==> src/rtl/risc_sequencer_if.sv <==
// rtl/risc_sequencer_if.sv - control/strobe bundle between the sequencer and the accumulator-core datapath
interface risc_sequencer_if;
  // datapath -> sequencer
  logic [2:0] opcode;  // IR[7:5]; meaningful from phase 4 onward
  logic       zero;    // accumulator == 0
  logic       stall;   // slow memory: hold the current phase

  // sequencer -> datapath
  logic       sel;     // address mux: 1 = PC, 0 = IR operand
  logic       rd;
  logic       ld_ir;
  logic       inc_pc;
  logic       ld_pc;
  logic       ld_ac;
  logic       wr;
  logic       data_e;
  logic       halt;
  logic [2:0] phase;

  // sequencer side
  modport master (
    input  opcode, zero, stall,
    output sel, rd, ld_ir, inc_pc, ld_pc, ld_ac, wr, data_e, halt, phase
  );

  // datapath side
  modport slave (
    output opcode, zero, stall,
    input  sel, rd, ld_ir, inc_pc, ld_pc, ld_ac, wr, data_e, halt, phase
  );
endinterface

==> src/rtl/risc_sequencer.sv <==
// rtl/risc_sequencer.sv - eight-phase fetch/decode/execute sequencer for the 8-bit accumulator core
module risc_sequencer #(
  parameter bit HALT_STICKY = 1'b1  // 1: halt latches until reset; 0: halt only flags phase 4
) (
  input  logic             clk,
  input  logic             rst,  // asynchronous, active low
  risc_sequencer_if.master bus
);

  typedef enum logic [2:0] {
    PH_INST_ADDR  = 3'd0,
    PH_INST_FETCH = 3'd1,
    PH_INST_LOAD  = 3'd2,
    PH_IDLE       = 3'd3,
    PH_OP_ADDR    = 3'd4,
    PH_OP_FETCH   = 3'd5,
    PH_ALU_OP     = 3'd6,
    PH_STORE      = 3'd7
  } phase_e;

  localparam logic [2:0] OP_HLT = 3'd0;
  localparam logic [2:0] OP_SKZ = 3'd1;
  localparam logic [2:0] OP_ADD = 3'd2;
  localparam logic [2:0] OP_AND = 3'd3;
  localparam logic [2:0] OP_XOR = 3'd4;
  localparam logic [2:0] OP_LDA = 3'd5;
  localparam logic [2:0] OP_STO = 3'd6;
  localparam logic [2:0] OP_JMP = 3'd7;

  phase_e     r_phase;
  phase_e     w_phase_nxt;
  logic       r_halted;
  logic       w_halted_nxt;
  logic [2:0] w_phase_inc;

  // raw phase/opcode decode before halt and stall gating
  logic w_sel, w_rd, w_ld_ir, w_inc_pc, w_ld_pc, w_ld_ac, w_wr, w_data_e, w_halt;
  logic w_aluop, w_is_hlt, w_is_skz, w_is_sto, w_is_jmp;

  assign w_phase_inc = r_phase + 3'd1;

  assign w_is_hlt = (bus.opcode == OP_HLT);
  assign w_is_skz = (bus.opcode == OP_SKZ);
  assign w_is_sto = (bus.opcode == OP_STO);
  assign w_is_jmp = (bus.opcode == OP_JMP);
  assign w_aluop  = (bus.opcode == OP_ADD) || (bus.opcode == OP_AND) ||
                    (bus.opcode == OP_XOR) || (bus.opcode == OP_LDA);

  // phase and halted-flag state register
  always_ff @(posedge clk or negedge rst) begin
    if (!rst) begin
      r_phase  <= PH_INST_ADDR;
      r_halted <= 1'b0;
    end else begin
      r_phase  <= w_phase_nxt;
      r_halted <= w_halted_nxt;
    end
  end

  // next phase: advance unless halted or stalled; a sticky HLT freezes at phase 4
  always_comb begin
    w_phase_nxt  = r_phase;
    w_halted_nxt = r_halted;
    if (!r_halted && !bus.stall) begin
      if (HALT_STICKY && (r_phase == PH_OP_ADDR) && w_is_hlt) begin
        w_halted_nxt = 1'b1;
      end else begin
        w_phase_nxt = phase_e'(w_phase_inc);
      end
    end
  end

  // strobe decode from phase, opcode and zero
  always_comb begin
    w_sel    = 1'b0;
    w_rd     = 1'b0;
    w_ld_ir  = 1'b0;
    w_inc_pc = 1'b0;
    w_ld_pc  = 1'b0;
    w_ld_ac  = 1'b0;
    w_wr     = 1'b0;
    w_data_e = 1'b0;
    w_halt   = 1'b0;
    case (r_phase)
      PH_INST_ADDR: begin
        w_sel = 1'b1;
      end
      PH_INST_FETCH: begin
        w_sel = 1'b1;
        w_rd  = 1'b1;
      end
      PH_INST_LOAD, PH_IDLE: begin
        w_sel   = 1'b1;
        w_rd    = 1'b1;
        w_ld_ir = 1'b1;
      end
      PH_OP_ADDR: begin
        w_inc_pc = 1'b1;
        w_halt   = w_is_hlt;
      end
      PH_OP_FETCH: begin
        w_rd = w_aluop;
      end
      PH_ALU_OP: begin
        // zero reflects the accumulator from before this instruction
        w_rd     = w_aluop;
        w_inc_pc = w_is_skz && bus.zero;
        w_ld_pc  = w_is_jmp;
        w_data_e = w_is_sto;
      end
      PH_STORE: begin
        w_rd     = w_aluop;
        w_ld_ac  = w_aluop;
        w_ld_pc  = w_is_jmp;
        w_wr     = w_is_sto;
        w_data_e = w_is_sto;
      end
      default: begin
        w_sel = 1'b0;
      end
    endcase
  end

  // halted overrides everything; stall only masks the once-per-phase side effects
  always_comb begin
    bus.sel    = w_sel;
    bus.rd     = w_rd;
    bus.ld_ir  = w_ld_ir;
    bus.inc_pc = w_inc_pc && !bus.stall;
    bus.ld_pc  = w_ld_pc;
    bus.ld_ac  = w_ld_ac;
    bus.wr     = w_wr && !bus.stall;
    bus.data_e = w_data_e;
    bus.halt   = w_halt;
    if (r_halted) begin
      bus.sel    = 1'b0;
      bus.rd     = 1'b0;
      bus.ld_ir  = 1'b0;
      bus.inc_pc = 1'b0;
      bus.ld_pc  = 1'b0;
      bus.ld_ac  = 1'b0;
      bus.wr     = 1'b0;
      bus.data_e = 1'b0;
      bus.halt   = 1'b1;
    end
  end

  assign bus.phase = r_phase;

endmodule

==> src/flat_wrapper.sv <==
// flat-port wrapper written by rule: the top's interface ports become plain ports
module risc_sequencer_flat 
#(
  parameter bit HALT_STICKY = 1'b1                                                            
)
  (clk, rst, bus_opcode, bus_zero, bus_stall, bus_sel, bus_rd, bus_ld_ir, bus_inc_pc, bus_ld_pc, bus_ld_ac, bus_wr, bus_data_e, bus_halt, bus_phase);
  risc_sequencer_if bus_i ();
  input  logic clk;
  input  logic rst;
  input wire logic [$bits(bus_i.opcode)-1:0] bus_opcode;
  input wire logic [$bits(bus_i.zero)-1:0] bus_zero;
  input wire logic [$bits(bus_i.stall)-1:0] bus_stall;
  output wire logic [$bits(bus_i.sel)-1:0] bus_sel;
  output wire logic [$bits(bus_i.rd)-1:0] bus_rd;
  output wire logic [$bits(bus_i.ld_ir)-1:0] bus_ld_ir;
  output wire logic [$bits(bus_i.inc_pc)-1:0] bus_inc_pc;
  output wire logic [$bits(bus_i.ld_pc)-1:0] bus_ld_pc;
  output wire logic [$bits(bus_i.ld_ac)-1:0] bus_ld_ac;
  output wire logic [$bits(bus_i.wr)-1:0] bus_wr;
  output wire logic [$bits(bus_i.data_e)-1:0] bus_data_e;
  output wire logic [$bits(bus_i.halt)-1:0] bus_halt;
  output wire logic [$bits(bus_i.phase)-1:0] bus_phase;
  assign bus_i.opcode = bus_opcode;
  assign bus_i.zero = bus_zero;
  assign bus_i.stall = bus_stall;
  assign bus_sel = bus_i.sel;
  assign bus_rd = bus_i.rd;
  assign bus_ld_ir = bus_i.ld_ir;
  assign bus_inc_pc = bus_i.inc_pc;
  assign bus_ld_pc = bus_i.ld_pc;
  assign bus_ld_ac = bus_i.ld_ac;
  assign bus_wr = bus_i.wr;
  assign bus_data_e = bus_i.data_e;
  assign bus_halt = bus_i.halt;
  assign bus_phase = bus_i.phase;
  risc_sequencer #(.HALT_STICKY(HALT_STICKY)) u_core (.clk(clk), .rst(rst), .bus(bus_i));
endmodule
==> config.mk <==
export PLATFORM = sky130hd
export DESIGN_NAME = risc_sequencer_flat
export DESIGN_NICKNAME = d
export VERILOG_FILES = /design/src/rtl/risc_sequencer_if.sv /design/src/rtl/risc_sequencer.sv /design/src/flat_wrapper.sv
export SDC_FILE = /design/constraint.sdc
export NUM_CORES = 1
export LEC_CHECK = 0
export BUFFER_PORTS_ARGS = -buffer_cell sky130_fd_sc_hd__buf_2
export CORE_AREA = 8 8 45 47
export CTS_CLUSTER_DIAMETER = 80
export DETAILED_ROUTE_END_ITERATION = 7
export DIE_AREA = 0 0 53 55
export PLACE_DENSITY_LB_ADDON = 0.08
export SLEW_MARGIN = 10
export SYNTH_ARGS = -nofsm -noshare
export SYNTH_HDL_FRONTEND = slang
export SYNTH_SLANG_ARGS = --single-unit
export TNS_END_PERCENT = 20
==> constraint.sdc <==
create_clock -name clk -period 1.8 [get_ports clk]
set_clock_uncertainty 0.1 [all_clocks]
set_input_delay 0.09 -clock clk [delete_from_list [all_inputs] [get_ports clk]]
set_output_delay 0.09 -clock clk [all_outputs]
set_load 0.005 [all_outputs]
==> qor.csv <==
metric,value,unit
period_needed,1.84,ns
synth_nets,56,
status,finished with violations,
cts_tree,yes,
fmax,0.544,GHz
worstPathArrival,1.65,ns
end_kind,primary output,
path_max_fanout,5,
pre_cts_ws,0.0681,ns
powerDensity,415,mW/mm^2
wl_per_cell,12.9,microns
p_leak,0.283,nW
violations,setup timing,
initial_core_util,28.7,%
finalSetupViolCount,1,
rows,14,
synth_cell_type_count,20,
antenna_found_initial,0,
rrSetupSlack,0.27,ns
p_total,0.260,mW
maxCapViolations,0,
final_nets,84,
crit_required,1.61,ns
coreArea,0.00138,sq mm
ant_nets,0,
fill_cells,147,
grt-ovfl-total,0,
dieArea,0.00292,sq mm
fin_ws,-0.0394,ns
drtIter0Drc,2,
cts.reportedPaths.clkPinSlew,0.04,ns
hold_class,primary input to asynchronous set/reset pin,
synth_seq_area_share,25.2,%
cts_buffers,3,
first_pass_iters,2,
slew_violations,0,
drc,0,
clk_path_buf_depth,2,
area_growth,57.7,%
vias,397,
finalHoldViolCount,0,
io_buffers,18,
slew_headroom,83.2,%
dp_hpwl,854,microns
grt_max_degree,9,
crit_path_start_kind,register,
rsz0062_at_grt,true,
drive_gt1_share,55.1,%
die_h,55,microns
ys_seq_elements,4,
grt_pass1_vias,429,
drt-total-wl,1100,microns
crit_type,register to primary output,
gp_congestion,0.729,
die_x,53,microns
h-tree-depth,1,
ys_warn_count,0,
grt_pass1_wl,1790,microns
track_usage,7.99,%
irDropWorstVdd,0.312,mV
tightest_slew,0.248,ns
n_antenna_cell,0,
vias_per_cell,4.67,
most-common-layout-cells,"18 x buf_2, 4 x inv_1, 4 x nand2_1",
root_buffer,clkbuf_4,
layout_commonest_cell,buf_2,
cts_num_sinks,4,
netlist_instances,43,
io_pins,19,
syn_area,397,sq um
syn_area_per_cell,9.22,sq um
fin_crit_sh,102,%
clock_latency,0.23,ns
[sequential cells by signal, indices dropped and copies added, names as in the netlist]
signal / count
u_core.r_halted: 1
u_core.bus.phase: 3
[where the power goes]
group          internal, mW  switching [mW]  leakage [nW]
logic                0.0268          0.0264         0.229
clock network        0.0743          0.0331        0.0138
registers            0.0938         0.00529        0.0404
[cell type report]
type | instances | area [sq um] | share of cell area, %
multi-input cells | 34 | 324 | 51.8
repair buffers | 23 | 136 | 21.8
flip-flops and latches | 4 | 104 | 16.6
clock buffers | 3 | 22.5 | 3.60
well taps | 16 | 20.0 | 3.20
inverters | 5 | 18.8 | 3.00
[metal layers]
layer	vias to the layer above	GRT usage (%)	part of all wire, %
li1	207	-	-
met1	179	9.01	43
met2	11	13.1	47
met3	0	2.94	9.5
met4	0	3.88	0
met5	-	0	0
[per-stage QoR]
stage	area [sq um]	setup TNS, ns	util [%]	hold slack [ns]	std cells
final	626	-0.0394	45.2	0.0883	85
after global routing	626	-0.227	45.2	0.102	85
after CTS	592	-0.128	42.8	0.0799	85
after detailed placement	514	0	37.2	-0.201	78
after global placement	514	0	37.2	-0.202	78
after floorplan	397	0	-	-0.306	43
[synth_stat cells]
master	number	area, sq um
or3_1	2	12.5
ha_1	6	75.1
a41oi_1	1	8.76
o21ai_0	2	10.0
nor4b_1	1	8.76
xor2_1	1	8.76
nor4_1	3	18.8
inv_1	5	18.8
o311ai_0	1	8.76
a31oi_4	1	21.3
a21oi_1	3	15.0
nand2_1	4	15.0
xnor2_1	1	8.76
or2_4	1	8.76
mux2_4	1	15.0
nor3b_4	1	18.8
dfrtp_1	4	100
nor2_1	3	11.3
nand3_1	1	5.00
o211ai_1	1	7.51
[cells by family after synthesis]
| logic type | share of synthesized area [%] |
|---|---|
| AO/OA/AOI/OAI | 18.0 |
| XOR/XNOR | 4.42 |
| buffers and inverters | 4.73 |
| multiplexers | 3.78 |
| AND/OR/NAND/NOR | 24.9 |
| flip-flops | 25.2 |
| adder cells (fa/ha/maj) | 18.9 |
[critical path, stage by stage (launching register included)]
cell	delay (ns)
dfrtp_2	0.45
ha_4	0.19
ha_4	0.16
or3_1	0.30
o311ai_1	0.09
o21ai_1	0.09
buf_2	0.13
[path summary, 6_finish.rpt]
| path | cells past startpoint | from | endpoint |
|---|---|---|---|
| worst max-delay path | 6 | u_core.bus.phase[0] | bus_rd |
| worst min-delay path | 2 | rst | u_core.bus.phase[0] |
| worst max register to register | 5 | u_core.bus.phase[0] | u_core.bus.phase[1] |
| worst min register to register | 2 | u_core.bus.phase[2] | u_core.bus.phase[2] |
| min in group clk | 4 | bus_opcode[2] | u_core.bus.phase[2] |
| max in group asynchronous | 2 | rst | u_core.bus.phase[2] |
[repair_timing]
action	CTS	global route
gates resized for setup	7	9
cloned	0	0
buffers inserted	2	0
hold endpoints to repair	5	0
hold buffers	2	0
pin swaps	0	1
endpoints found under the setup margin	2	6
Note: power is estimated with default switching activity, not from simulation.
